`src/rtl/pipe_adder_pkg.sv`:
```
`default_nettype none
// =============================================================================
// pipe_adder_pkg : ALU flag bit layout and default adder geometry
// Revision 1.0
// =============================================================================
package pipe_adder_pkg;

   localparam int FLAG_COUT = 0;
   localparam int FLAG_OVF  = 1;
   localparam int FLAG_ZERO = 2;

   localparam int DEFAULT_WIDTH  = 32;
   localparam int DEFAULT_STAGES = 4;

endpackage
`default_nettype wire

```
`src/rtl/pipe_adder_chunk_adder.sv`:
```
`default_nettype none
// =============================================================================
// chunk_adder : combinational CHUNK-bit adder with carry in/out and zero flag
// Revision 1.0
// =============================================================================
module chunk_adder #(
   parameter int CHUNK = 8
) (
   input  logic [CHUNK-1:0] a,
   input  logic [CHUNK-1:0] b,
   input  logic             cin,
   output logic [CHUNK-1:0] sum,
   output logic             cout,
   output logic             zero
);

   logic [CHUNK:0] w_full;

   assign w_full = {1'b0, a} + {1'b0, b} + {{CHUNK{1'b0}}, cin};
   assign sum    = w_full[CHUNK-1:0];
   assign cout   = w_full[CHUNK];
   assign zero   = (w_full[CHUNK-1:0] == '0);

endmodule
`default_nettype wire

```
`src/rtl/pipe_adder.sv`:
```
`default_nettype none
// =============================================================================
// pipe_adder : STAGES-deep carry-chained adder/subtractor, valid/ready handshake
// Revision 1.0
// =============================================================================
module pipe_adder
   import pipe_adder_pkg::*;
#(
   parameter int WIDTH  = DEFAULT_WIDTH,
   parameter int STAGES = DEFAULT_STAGES
) (
   input  logic             clk,
   input  logic             rst,
   input  logic             in_valid,
   output logic             in_ready,
   input  logic [WIDTH-1:0] operand1,
   input  logic [WIDTH-1:0] operand2,
   input  logic             cin,
   input  logic             sub,
   output logic             out_valid,
   input  logic             out_ready,
   output logic [WIDTH-1:0] result,
   output logic             cout,
   output logic             overflow,
   output logic             zero
);

   localparam int CHUNK = (STAGES > 0) ? (WIDTH / STAGES) : WIDTH;

   if (STAGES < 1 || WIDTH < 2 || (WIDTH % STAGES) != 0) begin : g_bad_params
      $error("pipe_adder: STAGES must be >= 1 and divide WIDTH (WIDTH >= 2)");
   end

   logic [WIDTH-1:0]  w_op2;
   logic              w_c0;
   logic [STAGES:0]   w_ready;
   logic [WIDTH-1:0]  w_d [STAGES];
   logic [WIDTH-1:0]  w_b [STAGES];
   logic [STAGES-1:0] w_v;
   logic [STAGES-1:0] w_c;
   logic [STAGES-1:0] w_z;
   logic              w_ovf;

   // Subtraction is op1 + ~op2 + ~borrow, so cout=1 means no borrow.
   assign w_op2 = sub ? ~operand2 : operand2;
   assign w_c0  = sub ? ~cin : cin;

   assign w_ready[STAGES] = out_ready;
   assign in_ready        = w_ready[0];

   for (genvar k = 0; k < STAGES; k++) begin : g_stage
      logic [WIDTH-1:0] w_d_in;
      logic [WIDTH-1:0] w_b_in;
      logic             w_v_in;
      logic             w_c_in;
      logic             w_z_in;
      logic [CHUNK-1:0] w_sum;
      logic             w_cout;
      logic             w_czero;
      logic [WIDTH-1:0] w_d_nx;
      logic [WIDTH-1:0] r_d;
      logic             r_v;
      logic             r_c;
      logic             r_z;

      if (k == 0) begin : g_head
         assign w_d_in = operand1;
         assign w_b_in = w_op2;
         assign w_v_in = in_valid;
         assign w_c_in = w_c0;
         assign w_z_in = 1'b1;
      end else begin : g_body
         assign w_d_in = w_d[k-1];
         assign w_b_in = w_b[k-1];
         assign w_v_in = w_v[k-1];
         assign w_c_in = w_c[k-1];
         assign w_z_in = w_z[k-1];
      end

      assign w_ready[k] = ~r_v | w_ready[k+1];

      chunk_adder #(
         .CHUNK (CHUNK)
      ) u_chunk (
         .a    (w_d_in[k*CHUNK +: CHUNK]),
         .b    (w_b_in[k*CHUNK +: CHUNK]),
         .cin  (w_c_in),
         .sum  (w_sum),
         .cout (w_cout),
         .zero (w_czero)
      );

      // Data word carries finished result chunks below and unused op1 chunks above.
      always_comb begin
         w_d_nx                     = w_d_in;
         w_d_nx[k*CHUNK +: CHUNK]   = w_sum;
      end

      always_ff @(posedge clk or posedge rst) begin
         if (rst) begin
            r_v <= 1'b0;
            r_d <= '0;
            r_c <= 1'b0;
            r_z <= 1'b0;
         end else if (w_ready[k]) begin
            r_v <= w_v_in;
            if (w_v_in) begin
               r_d <= w_d_nx;
               r_c <= w_cout;
               r_z <= w_z_in & w_czero;
            end
         end
      end

      assign w_v[k] = r_v;
      assign w_d[k] = r_d;
      assign w_c[k] = r_c;
      assign w_z[k] = r_z;

      if (k < STAGES - 1) begin : g_fwd
         logic [WIDTH-1:0] r_b;

         always_ff @(posedge clk or posedge rst) begin
            if (rst) begin
               r_b <= '0;
            end else if (w_ready[k] && w_v_in) begin
               r_b <= w_b_in;
            end
         end

         assign w_b[k] = r_b;
      end else begin : g_tail
         logic [CHUNK:0] w_ext;
         logic           r_ovf;

         // Double sign bit: the extra MSB disagrees with the MSB on signed overflow.
         assign w_ext = {w_d_in[WIDTH-1], w_d_in[WIDTH-1 -: CHUNK]}
                      + {w_b_in[WIDTH-1], w_b_in[WIDTH-1 -: CHUNK]}
                      + {{CHUNK{1'b0}}, w_c_in};

         always_ff @(posedge clk or posedge rst) begin
            if (rst) begin
               r_ovf <= 1'b0;
            end else if (w_ready[k] && w_v_in) begin
               r_ovf <= w_ext[CHUNK] ^ w_ext[CHUNK-1];
            end
         end

         assign w_b[k] = '0;
         assign w_ovf  = r_ovf;
      end
   end

   assign out_valid = w_v[STAGES-1];
   assign result    = w_d[STAGES-1];
   assign cout      = w_c[STAGES-1];
   assign overflow  = w_ovf;
   assign zero      = w_z[STAGES-1];

endmodule
`default_nettype wire
```
`config.mk`:
```
export PLATFORM = sky130hd
export DESIGN_NAME = pipe_adder
export DESIGN_NICKNAME = d
export VERILOG_FILES = /design/src/rtl/pipe_adder_pkg.sv /design/src/rtl/pipe_adder_chunk_adder.sv /design/src/rtl/pipe_adder.sv
export SDC_FILE = /design/constraint.sdc
export NUM_CORES = 1
export LEC_CHECK = 0
export BUFFER_PORTS_ARGS = -buffer_cell sky130_fd_sc_hd__buf_2
export CORE_ASPECT_RATIO = 2
export CORE_MARGIN = 3
export CORE_UTILIZATION = 30
export CTS_CLUSTER_DIAMETER = 120
export DETAILED_ROUTE_END_ITERATION = 10
export PLACE_DENSITY = 0.56
export SETUP_SLACK_MARGIN = 0.2
export SKIP_LAST_GASP = 1
export SLEW_MARGIN = 30
export SYNTH_ARGS = -nofsm -noshare
export SYNTH_HDL_FRONTEND = slang
export SYNTH_HIERARCHICAL = 1
export SYNTH_SLANG_ARGS = --single-unit
```
`constraint.sdc`:
```
create_clock -name clk -period 5.7 [get_ports clk]
set_clock_uncertainty 0.05 [all_clocks]
set_input_delay 0.57 -clock clk [delete_from_list [all_inputs] [get_ports clk]]
set_output_delay 0.57 -clock clk [all_outputs]
set_load 0.02 [all_outputs]
```
---- After elaboration in Yosys (flattened, before gate mapping) ----
Index checks and enable logic that the tools add are counted.
cells by class
  add/subtract/negate cells ............... 10
  multiplexer cells ....................... 2
  bitwise logic cells ..................... 14
  reduce and logical (&&, ||, !) cells .... 12
operators by type and width
  kind                  number
  adder 8 x 8 -> 9 bit  5
  adder 9 x 1 -> 9 bit  5
  zero test 8 bit       4
  2-to-1 mux 32 bit     1
  NOT 32 bit            1
  AND reduction 2 bit   4
  NOT 1 bit             5
  logical AND 1 bit     4
  OR 1 bit              4
  bitwise AND 1 bit     3
  2-to-1 mux 1 bit      1
  bitwise XOR 1 bit     1
storage, ports and cells
  bits in registers ....................... 237
  input bits .............................. 70
  output and inout bits ................... 37

---- Logic depth before layout (Yosys ltp) ----
  depth after elaboration ................. 6
  depth in mapped cells ................... 13
  depth with buffers taken out ............ 11

---- Cells and area by module ----
Netlist, hierarchy kept.
modules (own cells, without submodules)
  module                                 times used  cells an instance  area each (µm²)
  pipe_adder                             1           499                7,614.8
  chunk_adder at g_stage[2].u_chunk ...  2           47                 370.4
  chunk_adder at g_stage[0].u_chunk ...  2           47                 362.8

---- Worst setup path after synthesis ----
OpenSTA, ideal clock, no wires.
  kind .................................... input port to flip-flop
  start point ............................. input port sub
  end point ............................... register g_stage[0].r_z
  arrival time ............................ 2.720 ns
  setup slack ............................. 2.805 ns
  stages .................................. 13
  path buffers ............................ 2
  cell sequence ........................... buf_2 > buf_2 > xor2_1 > inv_1 > fa_1 > inv_1 > fa_1 > a21oi_1 > o211ai_1 > a21oi_1 > xnor2_1 > nor4_2 > mux2_2
on the way
  longest elaborated chain between the ends .. 4
  elaborated cells between the ends (all ways) .. 5
  those cells by class .................... 2 x add/sub; 2 x mux; 1 x reduce/logical
ends and longest elaborated chain
  element                         RTL line                      text
  start, declared                 pipe_adder.sv:19              input logic sub,
  2-to-1 mux 32 bit               pipe_adder.sv:45              assign w_op2 = sub ? ~operand2 : operand2;
  named net g_stage[0].w_b_in[0]  pipe_adder.sv:53              logic [WIDTH-1:0] w_b_in;
  adder 8 x 8 -> 9 bit            pipe_adder_chunk_adder.sv:19  assign w_full = {1'b0, a} + {1'b0, b} + {{CHUNK{1'b0}}, cin};
  adder 9 x 1 -> 9 bit            pipe_adder_chunk_adder.sv:19
  named net g_stage[0].w_sum[6]   pipe_adder.sv:57              logic [CHUNK-1:0] w_sum;
  zero test 8 bit                 pipe_adder_chunk_adder.sv:22  assign zero = (w_full[CHUNK-1:0] == '0);
  named net g_stage[0].w_czero    pipe_adder.sv:59              logic w_czero;
  end signal, assigned            pipe_adder.sv:110             r_z <= w_z_in & w_czero;
  end, declared                   pipe_adder.sv:64              logic r_z;
The timed path passes the listed nets, and every way through them passes these cells.
A chain may end at the register's enable or synchronous reset.

---- Worst setup path after layout ----
Same ends and word-level chain as after synthesis.

==> results by group <==
Outcome
  – Status: complete, no violations

Placed design
  – Detailed Place HPWL: around 13 mm
  – Placer Congestion: 0.768
  – Place WS: 2380 ps
  – Post-placement cell area: between 9000 and 10000 sq um
  – Port bufs: ~110

Yosys
  – Largest family of logic cells by synthesized area: multiplexers
  – Fraction of the mapped netlist area in simple logic gates: 5.39%
  – Top post-synthesis cells by count: 189 x dfrtp_1, 153 x mux2_2, 39 x nand2_1, 36 x ha_1, 36 x xnor2_1
  – Post-synth ARST share: 100%
  – Syn avg cell area: between 10 and 15 sq um
  – Synth Cell Area: a little over 9000 sq um
  – Number of synthesized flops with an enable pin: 0
  – Compound-Gate Fraction of Synth Area: slightly below 7%
  – Prevailing post-synth register cell: dfrtp_1
  – Mux contribution to synthesized area: 19.5%
  – Yosys top cell by area: dfrtp_1
  – Mapped Nets: 801
  – Top cell type's share of synthesized area: 52.1%
  – Yosys reg bits: between 150 and 200
  – Top cells by area, synth: dfrtp_1 52%, mux2_2 19%, ha_1 5.0%
  – Sequential cell area fraction in the yosys report: 52.1%
  – Post-Syn Instances: approximately 700
  – Synth Area in XOR/XNOR: 5.11%
  – Netlist cell types: 45
  – Synthesis warning total: 6
  – Cell with the most instances after synthesis: dfrtp_1
  – Synth Area in Adders: 6.72%

Global route
  – Initial antenna violation count: 0
  – Met1 Resource Use GR: ~14%
  – First-pass GRT wire length: 30.6 mm
  – Grt met2 use: 22.3%
  – Total GRT Usage: 12.2%
  – Number of global-route vias before repair: 5804
  – Met3 Use GR: 2.61%
  – Most Used Layer, Global Route: met2
  – Grt ovf: 0
  – Largest net degree at the start of global routing: 83

Clock network
  – Root buf cell: clkbuf_16
  – H-tree depth: 4
  – Post CTS Setup Buffer Count: 0
  – CTS tree: done
  – Clk buf depth: 2
  – Post-CTS sizing: 0
  – Worst-Skew Late Latency: ~440 ps
  – Clock Pin Slew Worst Setup and Hold Paths: 70 ps
  – CTS Buf Count: 17
  – CTS Sinks: between 150 and 200

Setup path
  – Crit end category: flip-flop
  – Startpoint types: input pin
  – WS Path Type: in2reg
  – Crit-path max FO: 33
  – WP data arrival: 3090 ps
  – Worst-path cell chain: buf_2 > buf_4 > xor2_1 > inv_1 > fa_1 > inv_1 > fa_1 > a21oi_1 > o211ai_1 > a21oi_1 > xnor2_1 > nor4_2 > mux2_2
  – Required time worst endpoint: 5980 ps
  – Slowest stage delay, CP: 460 ps
  – Slowest stage cell, crit path: buf_4

Hold path
  – Hold crit path type: in2reg

Final layout
  – Diodes inserted: 0
  – Synth-to-layout area growth: 15.3%
  – Layout cells sized above 1: 39.4%
  – Final Net Count: between 900 and 1000
  – Final instance area: between 10000 and 15000 sq um

Routing
  – DR pass1 iterations: 4
  – Initial drt markers: ~170
  – WL final: 18.6 mm
  – Vias post-DR: 5416
  – # DRC: 0
  – Via/cell ratio: around 4.6
  – WL per Instance: 15.9 um
  – Routed Antenna Nets: 0

STA
  – Tcrit/Tclk final: 49.3%
  – Setup slack after layout: 2890 ps
  – Slew HR: 49.7%
  – Slew @ Worst Pin: 755 ps
  – Fmax: about 360 MHz
  – Final Hold Fails: 0
  – Setup TNS Final: 0 ps
  – Final Setup Violations: 0
  – Post-route minimum period: 2810 ps
  – Unrepaired setup endpoints after global routing: false
  – Pins over their slew limit: 0

Floorplan
  – Number of cell rows: 89
  – Starting density of the core: 30.7%
  – Die area: 32500 sq um
  – I/O Pins: 107
  – Die Ht: roughly 250 um
  – Chip Width: 129 um
  – Placeable Area: 29600 sq um

Pwr
  – P_int: approximately 3.4 mW
  – Leak: 4.70 nW
  – Combinational power share: 36.7%
  – Sw Pwr: between 1.5 and 2 mW
  – Sw Share: 33.9%
  – Pwr Density: approximately 500 nW/um^2
  – Peak VDD IR: between 200 and 250 uV
  – Seq pwr share: 40.1%
  – Clock power frac: 23.2%

Job
  – Max_cap viols: 0
critical path, delay by kind of cell:
kind | cells | cell delay [ps]
AO/OA/AOI/OAI | 3 | 550
buffers and inverters | 4 | 690
XOR/XNOR | 2 | 310
AND/OR/NAND/NOR | 1 | 80
adder cells (fa/ha/maj) | 2 | 600
multiplexers | 1 | 260
per-stage QoR:
step	instances	utilization, %	power (mW)	hold WS, ps
after floorplan	687	-	3.56	396
after global placement	1138	33.3	4.03	405
after detailed placement	1138	33.3	4.08	406
after CTS	1171	35.3	5.33	251
after global routing	1171	35.3	5.63	278
final	1171	35.3	5.21	287
final cells by class:
| cell class | count | area (sq um) |
|---|---|---|
| fillers | 2993 | 19200 |
| well taps | 364 | 455 |
| clock inverters | 12 | 135 |
| flip-flops and latches | 189 | 4730 |
| inverters | 34 | 131 |
| repair buffers | 113 | 589 |
| clock buffers | 20 | 467 |
| multi-input cells | 439 | 3960 |
layout by cell type (no fill, tap or decap), types with 17 or more instances in the layout:
| cell | Yosys | final |
|---|---|---|
| o21ai_0 | 29 | 29 |
| ha_1 | 36 | 36 |
| dfrtp_1 | 189 | 189 |
| xnor2_1 | 36 | 36 |
| buf_2 | 6 | 106 |
| mux2_2 | 153 | 153 |
| nand2_1 | 39 | 39 |
| xor2_1 | 17 | 17 |
| clkbuf_16 | 0 | 17 |
| inv_1 | 34 | 33 |
final timing paths:
path                                       endpoint  slack (ps)                      from  cells after the start
min in group asynchronous                result[17]         500                       rst                      3
max reg2reg                          g_stage[1].r_z        3080            g_stage[0].r_c                     11
max in group asynchronous  g_stage[1].g_fwd.r_b[31]        3420                       rst                      5
min reg2reg                g_stage[0].g_fwd.r_b[25]         420  g_stage[0].g_fwd.r_b[25]                      2
max                                  g_stage[0].r_z        2890                       sub                     13
min                               g_stage[0].r_d[8]         290               operand1[8]                      2
timing repair:
item                       4_1_cts  5_1_grt
hold buffers                     1        0
hold endpoints to repair         2        0
setup endpoints to repair        0        0
flip-flops by register name, indices dropped and copies added, names as in the netlist:
register	count
cout	1
g_stage.g_fwd.r_b	48
g_stage.r_c	3
g_stage.r_d	96
g_stage.r_v	3
g_stage.r_z	3
out_valid	1
overflow	1
result	32
zero	1
logic make-up (layout without fill, tap and decap cells):
family / after synthesis / in the layout
AOI/OAI and AO/OA: 93 / 93
and+or+nand+nor: 92 / 92
buffers and inverters: 59 / 179
xor gates and xnor gates: 53 / 53
muxes: 157 / 157
DFF: 189 / 189
adders and majority gates: 44 / 44
routing by layer:
layer / wire, um / share of wire (%) / vias up
met5: 0 / 0 / -
met4: 374 / 2.0 / 0
met3: 583 / 3.1 / 18
met2: 10400 / 56 / 90
met1: 7300 / 39 / 2696
li1: - / - / 2612
power groups by stage:
stage | combinational, mW | sequential, mW | clock, mW
finish | 1.91 | 2.09 | 1.21
detailed placement | 1.95 | 2.13 | 0
global route | 2.15 | 2.16 | 1.32
global placement | 1.91 | 2.12 | 0
floorplan | 1.38 | 2.19 | 0
CTS | 1.96 | 2.11 | 1.26
Power figures use the tool's default switching activity.
